==> src/rtl/stack_pc.sv <==
// Control unit for the stack datapath: accepts stack ops over valid/ready and
// emits one Moore alpha/beta control word per cycle, tracking depth in a shadow counter.
module stack_pc #(
    parameter int         DEPTH   = 1024,
    parameter int         CNT_W   = 11,
    parameter logic [2:0] ALU_ADD = 3'd0,
    parameter logic [2:0] ALU_SUB = 3'd1
) (
    input  logic             clock,
    input  logic             reset,
    input  logic [2:0]       op,
    input  logic             op_valid,
    output logic             op_ready,
    output logic             done,
    output logic             err,
    output logic [CNT_W-1:0] count,
    output logic             alpha_k1,
    output logic             alpha_k2,
    output logic             alpha_k3,
    output logic             alpha_k4,
    output logic             alpha_k5,
    output logic             alpha_k_ind,
    output logic             alpha_k_i,
    output logic             alpha_k_esito,
    output logic             alpha_k_dataout,
    output logic             alpha_k_mem1,
    output logic             alpha_k_mem2,
    output logic [2:0]       alpha_alu2,
    output logic [2:0]       alpha_alu3,
    output logic [2:0]       alpha_alu4,
    output logic             beta_hd,
    output logic             beta_ind,
    output logic             beta_i,
    output logic             beta_esito,
    output logic             beta_datain,
    output logic             beta_dataout,
    output logic             beta_mem
);

    typedef enum logic [2:0] {
        S_IDLE, S_LOAD, S_PUSH_WR, S_RD, S_BIN1, S_BIN2, S_ERR
    } state_t;

    localparam logic [2:0] OP_PUSH = 3'd0;
    localparam logic [2:0] OP_POP  = 3'd1;
    localparam logic [2:0] OP_TOP  = 3'd2;
    localparam logic [2:0] OP_ADD  = 3'd3;
    localparam logic [2:0] OP_SUB  = 3'd4;

    localparam logic [CNT_W-1:0] CNT_FULL = CNT_W'(DEPTH);
    localparam logic [CNT_W-1:0] CNT_ONE  = CNT_W'(1);
    localparam logic [CNT_W-1:0] CNT_TWO  = CNT_W'(2);

    state_t           state_reg, state_next;
    logic [2:0]       op_reg, op_next;
    logic [CNT_W-1:0] count_reg, count_next;
    logic             done_reg, done_next;
    logic             err_reg, err_next;

    // The datapath hd register must share this reset so hd and count stay aligned.
    always_ff @(posedge clock or posedge reset) begin
        if (reset) begin
            state_reg <= S_IDLE;
            op_reg    <= OP_PUSH;
            count_reg <= '0;
            done_reg  <= 1'b0;
            err_reg   <= 1'b0;
        end else begin
            state_reg <= state_next;
            op_reg    <= op_next;
            count_reg <= count_next;
            done_reg  <= done_next;
            err_reg   <= err_next;
        end
    end

    always_comb begin
        state_next = state_reg;
        op_next    = op_reg;
        count_next = count_reg;
        done_next  = 1'b0;
        err_next   = 1'b0;
        case (state_reg)
            S_IDLE: begin
                if (op_valid) begin
                    op_next = op;
                    case (op)
                        OP_PUSH:        state_next = (count_reg == CNT_FULL) ? S_ERR : S_LOAD;
                        OP_POP, OP_TOP: state_next = (count_reg == '0)       ? S_ERR : S_RD;
                        OP_ADD, OP_SUB: state_next = (count_reg < CNT_TWO)   ? S_ERR : S_BIN1;
                        default:        state_next = S_ERR;
                    endcase
                end
            end
            S_LOAD:    state_next = S_PUSH_WR;
            S_PUSH_WR: begin
                count_next = count_reg + CNT_ONE;
                state_next = S_IDLE;
                done_next  = 1'b1;
            end
            S_RD: begin
                if (op_reg == OP_POP) count_next = count_reg - CNT_ONE;
                state_next = S_IDLE;
                done_next  = 1'b1;
            end
            S_BIN1: begin
                count_next = count_reg - CNT_ONE;
                state_next = S_BIN2;
            end
            S_BIN2: begin
                count_next = count_reg - CNT_ONE;
                state_next = S_IDLE;
                done_next  = 1'b1;
            end
            S_ERR: begin
                state_next = S_IDLE;
                done_next  = 1'b1;
                err_next   = 1'b1;
            end
            default: state_next = S_IDLE;
        endcase
    end

    // Control word decode; RD and BIN1 also look at the op latched at accept.
    always_comb begin
        alpha_k1        = 1'b0;
        alpha_k2        = 1'b0;
        alpha_k3        = 1'b0;
        alpha_k4        = 1'b0;
        alpha_k5        = 1'b0;
        alpha_k_ind     = 1'b0;
        alpha_k_i       = 1'b0;
        alpha_k_esito   = 1'b0;
        alpha_k_dataout = 1'b0;
        alpha_k_mem1    = 1'b0;
        alpha_k_mem2    = 1'b0;
        alpha_alu2      = ALU_ADD;
        alpha_alu3      = ALU_ADD;
        alpha_alu4      = ALU_ADD;
        beta_hd         = 1'b0;
        beta_ind        = 1'b0;
        beta_i          = 1'b0;
        beta_esito      = 1'b0;
        beta_datain     = 1'b0;
        beta_dataout    = 1'b0;
        beta_mem        = 1'b0;
        case (state_reg)
            S_LOAD: beta_datain = 1'b1;
            S_PUSH_WR: begin
                beta_mem   = 1'b1;
                alpha_alu3 = ALU_ADD;
                beta_hd    = 1'b1;
            end
            S_RD: begin
                alpha_alu3   = ALU_SUB;
                alpha_k_mem1 = 1'b1;
                beta_dataout = 1'b1;
                beta_hd      = (op_reg == OP_POP);
            end
            S_BIN1: begin
                alpha_alu3      = ALU_SUB;
                alpha_k_mem1    = 1'b1;
                alpha_k5        = 1'b1;
                alpha_alu4      = ALU_SUB;
                alpha_alu2      = (op_reg == OP_SUB) ? ALU_SUB : ALU_ADD;
                alpha_k_dataout = 1'b1;
                beta_dataout    = 1'b1;
                beta_hd         = 1'b1;
            end
            S_BIN2: begin
                alpha_alu3 = ALU_SUB;
                beta_hd    = 1'b1;
            end
            default: ;
        endcase
    end

    assign op_ready = (state_reg == S_IDLE);
    assign done     = done_reg;
    assign err      = err_reg;
    assign count    = count_reg;

endmodule

==> config.mk <==
export PLATFORM = sky130hd
export DESIGN_NAME = stack_pc
export DESIGN_NICKNAME = d
export VERILOG_FILES = /design/src/rtl/stack_pc.sv
export SDC_FILE = /design/constraint.sdc
export NUM_CORES = 1
export LEC_CHECK = 0
export ABC_AREA = 1
export CORE_ASPECT_RATIO = 1.75
export CORE_MARGIN = 8
export CORE_UTILIZATION = 40
export DETAILED_ROUTE_END_ITERATION = 16
export HOLD_SLACK_MARGIN = 0.02
export PLACE_DENSITY = 0.79
export SYNTH_ARGS = -nofsm -noshare
export SYNTH_HDL_FRONTEND = slang
export SYNTH_SLANG_ARGS = --single-unit
==> constraint.sdc <==
create_clock -name clock -period 3.2 [get_ports clock]
set_clock_uncertainty 0.2 [all_clocks]
set_input_delay 0.64 -clock clock [delete_from_list [all_inputs] [get_ports clock]]
set_output_delay 0.64 -clock clock [all_outputs]
set_load 0.005 [all_outputs]
==> results of run 1 <==
-- cell type report --
cell class                      count  area, um2  share of cell area
Tap cell                           49       61.3              0.0319
Clock buffer                        3       41.3              0.0215
Sequential cell                    19        475               0.247
Multi-Input combinational cell    185        931               0.484
Inverter                           32        120              0.0624
Timing Repair Buffer               29        290               0.151
Clock inverter                      1       5.00             0.00260
-- power groups by stage --
stage / Sequential, uW / Clock [uW] / Combinational [uW]
2_1_floorplan: 482 / 0 / 1230
5_1_grt: 532 / 178 / 1960
4_1_cts: 511 / 168 / 1750
3_5_place_dp: 515 / 0 / 1740
3_3_place_gp: 511 / 0 / 1700
6_report: 508 / 169 / 1740
-- stage by stage --
stage | worst slack [ns] | cell area, um2 | utilization
floorplan | 0.824 | 1690 | -
global placement | 0.449 | 1880 | 0.466
detailed placement | 0.428 | 1880 | 0.466
CTS | 0.333 | 1920 | 0.477
global route | 0.111 | 1920 | 0.477
finish | 0.294 | 1920 | 0.477
-- cell families after synthesis --
kind of cell,count (synthesis),synth area share
AO/OA/AOI/OAI,25,0.0966
adder cells (fa/ha/maj),10,0.0813
flip-flops,19,0.291
other,1,0.00230
AND/OR/NAND/NOR,130,0.333
buffers and inverters,53,0.175
XOR/XNOR,3,0.0207
-- worst paths after layout --
kind	start	to	slack (ns)	cells after the start
max in group asynchronous	reset	op_reg[0]$_DFFE_PP0P_	1.76	2
max reg2reg	state_reg[2]$_DFFE_PP0P_	count[6]$_DFFE_PP0P_	0.33	11
min in group asynchronous	reset	count[4]$_DFFE_PP0P_	0.59	2
max	state_reg[2]$_DFFE_PP0P_	alpha_alu3[0]	0.29	4
min reg2reg	op_reg[0]$_DFFE_PP0P_	op_reg[0]$_DFFE_PP0P_	0.32	2
min	op_reg[0]$_DFFE_PP0P_	op_reg[0]$_DFFE_PP0P_	0.32	2
-- per-layer routing --
layer	part of all wire	wire length, um	vias up
li1	-	-	782
met1	0.35	1430	719
met2	0.53	2160	59
met3	0.051	205	22
met4	0.062	252	0
met5	0	0	-
-- worst reg2reg max path: cells and delay by family, from the launching register on --
family / cells / cell delay (ns)
AOI/OAI and AO/OA: 3 / 0.46
adders and majority gates: 1 / 0.63
buffers and inverters: 1 / 0.12
DFF: 1 / 0.45
and+or+nand+nor: 6 / 0.92
-- cell usage in the layout, fill, tap and decap left out, types with 2 or more instances in the layout --
cell	n
a21oi_1	4
or2_2	2
clkdlybuf4s50_1	29
nand2_1	69
o211ai_1	2
nand3_1	20
clkbuf_8	3
ha_1	9
nand4_1	4
nor2_1	30
dfrtp_1	19
o21ai_2	3
conb_1	17
o21ai_0	11
inv_1	31
o21ai_1	2
==> results.sh, run 1 <==
export IMPL_p_leak_uw=0.00104
export IMPL_setup_tns_ns=0
export IMPL_hold_path_class="flip-flop to flip-flop"
export IMPL_critPathCaptureType="output port"
export IMPL_total_power_uw=2410
export IMPL_setup_viol=0
export IMPL_yosys_warnings=0
export IMPL_place_congestion=0.870
export IMPL_clkSlewWorstSetupHoldPaths_ns=0.07
export IMPL_p_sw_frac=0.503
export IMPL_cp_slowest_stage_delay_ns=0.63
export IMPL_synth_main_ff_cell="dfrtp_1"
export IMPL_status="completed"
export IMPL_post_drt_wl_per_cell_um=12.7
export IMPL_power_density_nw_per_um2=1250
export IMPL_cap_viol_max_count=0
export IMPL_synth_area_top_cells="dfrtp_1 29%, nand2_1 16%, buf_4 9.2%"
export IMPL_clk_path_buf_depth=2
export IMPL_crit_buf_inv=2
export IMPL_synth_seq_area_share=0.291
export IMPL_drc_errors=0
export IMPL_synthTopCellsByCount="69 x nand2_1, 31 x inv_1, 30 x nor2_1"
export IMPL_die_w_um=64.3
export IMPL_power_frac_seq=0.211
export IMPL_vdd_drop_max_mv=0.504
export IMPL_critical_path_top_delay_family="buffers and inverters"
export IMPL_hpwl_mm=3.41
export IMPL_die_area_um2=6460
export IMPL_via_per_inst=4.97
export IMPL_finalWirelength_mm=4.05
export IMPL_worst_slew_pin_slew_ns=0.713
export IMPL_clockPowerShare=0.070
export IMPL_synth_avg_cell_area_um2=6.77
export IMPL_worstSetupPathType="flip-flop to output port"
export IMPL_synth_cell_types=29
export IMPL_fill_cells=437
export IMPL_antenna_found_initial=0
export IMPL_syn_area_um2=1630
export IMPL_cp_required_ns=2.36
export IMPL_syn_inst=241
export IMPL_hold_viol_final=0
export IMPL_cts_hold_buf=0
export IMPL_cp_slowest_cell="clkdlybuf4s50_1"
export IMPL_async_reset_ff_frac=1.00
export IMPL_grt_ovfl_total=0
export IMPL_worstPathArrival_ns=2.07
export IMPL_crit_fanout=12
export IMPL_grt_busiest_layer="met2"
export IMPL_holdWs_ns=0.317
export IMPL_layout_nets=286
export IMPL_port_buffers=29
export IMPL_p_int_uw=1200
export IMPL_row_count=31
export IMPL_largest_reg_flops=11
export IMPL_h_tree_depth=1
export IMPL_use_met1=0.109
export IMPL_cp_common_cell="nand3_1"
export IMPL_cts_root_buf="clkbuf_8"
export IMPL_post_cts_buffers=0
export IMPL_post_cts_resized=0
export IMPL_grt_setup_unrepaired="no"
export IMPL_initial_core_util=0.404
export IMPL_grt_max_degree=20
export IMPL_numCtsBuffers=3
export IMPL_layout_drive_gt1_share=0.0520
export IMPL_synthToLayoutAreaGrowth_pct=17.9
export IMPL_core_area_um2=4030
export IMPL_n_antenna_cell=0
export IMPL_yosys_area_top_type_share=0.291
export IMPL_first_pass_iters=4
export IMPL_use_met3=0.0122
export IMPL_maxSlewHeadroom=0.524
export IMPL_fin_cells=318
export IMPL_fmax_mhz=344
export IMPL_grt_pass1_wl_mm=6.73
export IMPL_startpoint_type="flip-flop"
export IMPL_place_inst=314
export IMPL_slew_violations=0
export IMPL_use_met2=0.248
export IMPL_grt_pass1_vias=1681
export IMPL_netSwitchingPower_uw=1210
export IMPL_drtIter0Drc=40
export IMPL_comb_power_share=0.720
export IMPL_grt_util_all_layers=0.128
export IMPL_synth_edff_count=0
export IMPL_fp_dieH_um=100
export IMPL_post_synth_top_count_cell="nand2_1"
export IMPL_yosys_area_top_type="dfrtp_1"
export IMPL_min_period_ns=2.91
export IMPL_post_route_period_util=0.908
export IMPL_cts_sinks=19
export IMPL_io_pins=47
export IMPL_cp_cell_sequence="inv_1 > nand3_1 > nand3_1 > clkdlybuf4s50_1"
export IMPL_postRouteAntennaNets=0
export IMPL_cts_tree="built"
export IMPL_clk_latency_ns=0.26
export IMPL_ys_ff_latch=19
export IMPL_vias=1582
(Power assumes the default switching activity.)
==> inputs of run 2 (changes only) <==
--- a/config.mk
+++ b/config.mk
@@ -12,4 +12,4 @@
 export DETAILED_ROUTE_END_ITERATION = 16
-export HOLD_SLACK_MARGIN = 0.02
 export PLACE_DENSITY = 0.79
+export SLEW_MARGIN = 15
 export SYNTH_ARGS = -nofsm -noshare
==> constraint.sdc (replaced) <==
create_clock -name clock -period 3.2 [get_ports clock]
set_clock_uncertainty 0.2 [all_clocks]
set_input_delay 0.8 -clock clock [delete_from_list [all_inputs] [get_ports clock]]
set_output_delay 0.8 -clock clock [all_outputs]
set_load 0.005 [all_outputs]
==> results.sh, run 2 (same netlist as run 1, synthesis figures left out) <==
export IMPL_status="completed"
export IMPL_numCtsBuffers=3
export IMPL_post_route_period_util=0.943
export IMPL_worst_slew_pin_slew_ns=0.732
export IMPL_startpoint_type="flip-flop"
export IMPL_power_frac_seq=0.210
export IMPL_synthToLayoutAreaGrowth_pct=18.3
export IMPL_final_cell_mix="69 x nand2_1, 31 x inv_1, 30 x nor2_1"
export IMPL_layout_drive_gt1_share=0.0519
export IMPL_cp_required_ns=2.20
export IMPL_maxSlewHeadroom=0.511
export IMPL_postRouteAntennaNets=0
export IMPL_holdPathEnd="op_reg[2]$_DFFE_PP0P_"
export IMPL_p_leak_uw=0.00105
export IMPL_largest_reg_flops=11
export IMPL_fill_cells=433
export IMPL_worstPathArrival_ns=2.02
export IMPL_grt_max_degree=20
export IMPL_p_sw_frac=0.498
export IMPL_die_area_um2=6460
export IMPL_setup_viol=0
export IMPL_worstSetupPathType="flip-flop to output port"
export IMPL_via_per_inst=4.86
export IMPL_cts_root_buf="clkbuf_8"
export IMPL_multiInputGateArea_um2=931
export IMPL_hpwl_mm=3.36
export IMPL_clk_path_buf_depth=2
export IMPL_r2r_slack_ns=0.54
export IMPL_h_tree_depth=1
export IMPL_cp_slowest_cell="clkdlybuf4s50_1"
export IMPL_grt_pass1_wl_mm=6.62
export IMPL_grt_pass1_vias=1539
export IMPL_post_drt_wl_per_cell_um=12.6
export IMPL_clockPowerShare=0.070
export IMPL_row_count=31
export IMPL_fp_dieH_um=100
export IMPL_vdd_drop_max_mv=0.544
export IMPL_crit_buf_inv=2
export IMPL_vias=1551
export IMPL_cp_cell_sequence="inv_1 > nand2_1 > o21ai_4 > clkdlybuf4s50_1"
export IMPL_critical_path_top_delay_family="buffers and inverters"
export IMPL_netSwitchingPower_uw=1200
export IMPL_reg2regPathDepth=14
export IMPL_critPathCaptureType="output port"
export IMPL_power_density_nw_per_um2=1250
export IMPL_fin_cells=319
export IMPL_io_pins=47
export IMPL_n_antenna_cell=0
export IMPL_antenna_found_initial=0
export IMPL_final_common_cell="nand2_1"
export IMPL_r2r_end="count[10]$_DFFE_PP0P_"
export IMPL_cts_tree="built"
export IMPL_place_congestion=0.922
export IMPL_drtIter0Drc=43
export IMPL_fmax_mhz=331
export IMPL_core_area_um2=4030
export IMPL_worstHoldStart="op_reg[2]$_DFFE_PP0P_"
export IMPL_die_w_um=64.3
export IMPL_setup_tns_ns=0
export IMPL_first_pass_iters=4
export IMPL_grt_ovfl_total=0
export IMPL_port_buffers=29
export IMPL_crit_fanout=14
export IMPL_cts_sinks=19
export IMPL_finalWirelength_mm=4.03
export IMPL_hold_viol_final=0
export IMPL_slew_violations=0
export IMPL_post_cts_buffers=0
export IMPL_post_cts_resized=0
export IMPL_grt_util_all_layers=0.126
export IMPL_cts_hold_buf=0
export IMPL_r2r_start="state_reg[2]$_DFFE_PP0P_"
export IMPL_cap_viol_max_count=0
export IMPL_hold_depth=2
export IMPL_clk_latency_ns=0.26
export IMPL_layout_nets=287
export IMPL_drc_errors=0
export IMPL_comb_power_share=0.719
export IMPL_min_period_ns=3.02
export IMPL_grt_setup_unrepaired="no"
export IMPL_clkSlewWorstSetupHoldPaths_ns=0.07
export IMPL_cp_slowest_stage_delay_ns=0.61
export IMPL_seq_area_um2=475
export IMPL_place_inst=315
export IMPL_initial_core_util=0.404
export IMPL_p_int_uw=1210
export IMPL_hold_path_class="flip-flop to flip-flop"
run 2: metrics by stage:
step	power, uW	hold slack, ns	utilization	setup WS, ns	instance area (um2)
4_1_cts	2430	0.315	0.479	0.200	1930
3_3_place_gp	2210	0.288	0.467	0.512	1890
3_5_place_dp	2260	0.299	0.467	0.492	1890
5_1_grt	2660	0.355	0.479	0.0868	1930
6_report	2420	0.325	0.479	0.182	1930
2_1_floorplan	1710	0.267	-	0.824	1690
run 2: worst max-delay path by stage:
stage                                   startpoint              endpoint  slack [ns]  depth (start not counted)
after floorplan           state_reg[2]$_DFFE_PP0P_  count[6]$_DFFE_PP0P_        0.82                         11
after global placement    state_reg[2]$_DFFE_PP0P_               beta_hd        0.51                          4
after detailed placement  state_reg[2]$_DFFE_PP0P_               beta_hd        0.49                          4
after CTS                 state_reg[2]$_DFFE_PP0P_               beta_hd        0.20                          4
after global routing      state_reg[2]$_DFFE_PP0P_               beta_hd        0.09                          4
final                     state_reg[2]$_DFFE_PP0P_               beta_hd        0.18                          4
run 2: power by group through the flow:
stage / logic (uW) / clock network (uW) / registers [uW]
after floorplan: 1230 / 0 / 482
after global placement: 1700 / 0 / 510
after detailed placement: 1740 / 0 / 514
after CTS: 1750 / 169 / 511
after global routing: 1950 / 180 / 531
final: 1740 / 169 / 509
run 2: routing by layer:
layer | share of wire | wire (um) | vias to the layer above | GRT usage
met2 | 0.56 | 2250 | 44 | 0.248
met4 | 0.025 | 102 | 0 | 0.0608
met1 | 0.37 | 1470 | 715 | 0.120
li1 | - | - | 783 | -
met5 | 0 | 0 | - | 0
met3 | 0.052 | 208 | 9 | 0.0200
run 2: worst min-delay path: stages, from the launching register on:
cell and delay [ns]:
dfrtp_1 0.37, nand2_1 0.05, o21ai_0 0.06
run 2: layout make-up:
cell class,instances,share of cell area
multi-input cells,185,0.482
flip-flops and latches,19,0.246
repair buffers,30,0.154
inverters,32,0.0622
well taps,49,0.0318
clock buffers,4,0.0233
==> inputs of run 3 (changes only) <==
Settings changed: DONT_BUFFER_PORTS from default to 1, PLACE_DENSITY 0.79 to 0.64.
==> results.sh, run 3 (same netlist as run 1, synthesis figures left out) <==
export IMPL_status="completed"
export IMPL_grt_pass1_vias=1552
export IMPL_placed_area_um2=1600
export IMPL_row_count=31
export IMPL_first_pass_iters=4
export IMPL_reg2regPathDepth=12
export IMPL_r2r_end="count[6]$_DFFE_PP0P_"
export IMPL_fp_dieH_um=100
export IMPL_power_density_nw_per_um2=1320
export IMPL_layout_drive_gt1_share=0.0581
export IMPL_setup_viol=0
export IMPL_fin_area_um2=1640
export IMPL_startpoint_type="flip-flop"
export IMPL_port_buffers=0
export IMPL_hold_path_class="flip-flop to flip-flop"
export IMPL_setup_tns_ns=0
export IMPL_grt_pass1_wl_mm=7.25
export IMPL_post_drt_wl_per_cell_um=14.3
export IMPL_core_area_um2=4030
export IMPL_final_cell_mix="69 x nand2_1, 31 x inv_1, 30 x nor2_1"
export IMPL_post_route_period_util=0.863
export IMPL_antenna_found_initial=0
export IMPL_vias=1455
export IMPL_cap_viol_max_count=0
export IMPL_maxSlewHeadroom=0.469
export IMPL_initial_core_util=0.404
export IMPL_cts_tree="built"
export IMPL_fmax_mhz=362
export IMPL_crit_end="count[6]$_DFFE_PP0P_"
export IMPL_p_sw_frac=0.551
export IMPL_cp_slowest_cell="dfrtp_1"
export IMPL_grt_max_degree=20
export IMPL_clkSlewWorstSetupHoldPaths_ns=0.08
export IMPL_post_cts_buffers=0
export IMPL_worst_slew_pin_slew_ns=0.796
export IMPL_cp_slowest_stage_delay_ns=0.45
export IMPL_netSwitchingPower_uw=1190
export IMPL_top_layer="met4"
export IMPL_vdd_drop_max_mv=0.557
export IMPL_via_per_inst=5.02
export IMPL_holdWs_ns=0.330
export IMPL_clockPowerShare=0.080
export IMPL_drc_errors=0
export IMPL_die_w_um=64.3
export IMPL_die_area_um2=6460
export IMPL_power_frac_seq=0.245
export IMPL_critPathCaptureType="flip-flop"
export IMPL_drtIter0Drc=60
export IMPL_comb_power_share=0.675
export IMPL_grt_util_all_layers=0.137
export IMPL_grt_ovfl_total=0
export IMPL_largest_reg_flops=11
export IMPL_p_leak_uw=0.000939
export IMPL_place_congestion=0.885
export IMPL_cts_hold_buf=0
export IMPL_cts_root_buf="clkbuf_8"
export IMPL_r2r_slack_ns=0.44
export IMPL_cp_cell_sequence="inv_1 > nand3_1 > nand3_1 > buf_4 > fa_1 > nand2_1 > nand3_1 > o21ai_0 > o21ai_0 > nand2_1 > nand2_1 > o21ai_0"
export IMPL_layout_nets=258
export IMPL_postRouteAntennaNets=0
export IMPL_numCtsBuffers=3
export IMPL_clk_latency_ns=0.26
export IMPL_drt_met1_wl_mm=1.53
export IMPL_p_int_uw=971
export IMPL_h_tree_depth=1
export IMPL_crit_fanout=8
export IMPL_grt_setup_unrepaired="no"
export IMPL_post_cts_resized=0
export IMPL_worstSetupPathType="flip-flop to flip-flop"
export IMPL_r2r_start="state_reg[2]$_DFFE_PP0P_"
export IMPL_synthToLayoutAreaGrowth_pct=0.537
export IMPL_final_common_cell="nand2_1"
export IMPL_io_pins=47
export IMPL_crit_path_start="state_reg[2]$_DFFE_PP0P_"
export IMPL_finalWirelength_mm=4.16
export IMPL_wl_met2_mm=2.31
export IMPL_wl_met3_um=236
export IMPL_cts_sinks=19
export IMPL_slew_violations=0
export IMPL_min_period_ns=2.76
export IMPL_worstPathArrival_ns=2.73
export IMPL_hold_viol_final=0
export IMPL_clk_path_buf_depth=2
export IMPL_cp_required_ns=3.17
export IMPL_hpwl_mm=3.33
export IMPL_n_antenna_cell=0
export IMPL_fin_util=0.407
## run 3: how the worst min path moves through the flow
stage | start | end | cells past startpoint
after floorplan | op_reg[2]$_DFFE_PP0P_ | op_reg[2]$_DFFE_PP0P_ | 2
after global placement | op_reg[0]$_DFFE_PP0P_ | op_reg[0]$_DFFE_PP0P_ | 2
after detailed placement | op_reg[0]$_DFFE_PP0P_ | op_reg[0]$_DFFE_PP0P_ | 2
after CTS | op_reg[2]$_DFFE_PP0P_ | op_reg[2]$_DFFE_PP0P_ | 2
after global routing | op_reg[1]$_DFFE_PP0P_ | op_reg[1]$_DFFE_PP0P_ | 2
final | op_reg[2]$_DFFE_PP0P_ | op_reg[2]$_DFFE_PP0P_ | 2
## run 3: final cells by class
class	instances	area, um2
Inverter	32	120
Timing Repair Buffer	1	7.51
Fill cell	461	2390
Multi-Input combinational cell	185	931
Clock buffer	4	45.0
Tap cell	49	61.3
Sequential cell	19	475
## run 3: routing by layer
| metal | GRT usage | vias to the layer above |
|---|---|---|
| met5 | 0 | - |
| met4 | 0.0541 | 0 |
| met3 | 0.0223 | 11 |
| met2 | 0.268 | 51 |
| met1 | 0.135 | 669 |
| li1 | - | 724 |
## run 3: per-stage QoR
stage	total power [uW]	worst slack, ns	instances
after CTS	2170	0.478	290
after global placement	1970	0.542	286
after detailed placement	1990	0.489	286
final	2160	0.437	290
after floorplan	1710	0.824	257
after global routing	2440	0.254	290
## run 3: critical path, delay by kind of cell (launching register included)
family | cells | cell delay (ns)
AND/OR/NAND/NOR | 6 | 0.69
flip-flops | 1 | 0.45
AO/OA/AOI/OAI | 3 | 0.52
adder cells (fa/ha/maj) | 1 | 0.44
buffers and inverters | 2 | 0.36
## run 3: power groups by stage
stage               Sequential, uW  Clock (uW)  Combinational (uW)
finish                         530         172                1460
global route                   554         183                1710
CTS                            536         174                1460
detailed placement             541           0                1450
global placement               540           0                1430
floorplan                      482           0                1230
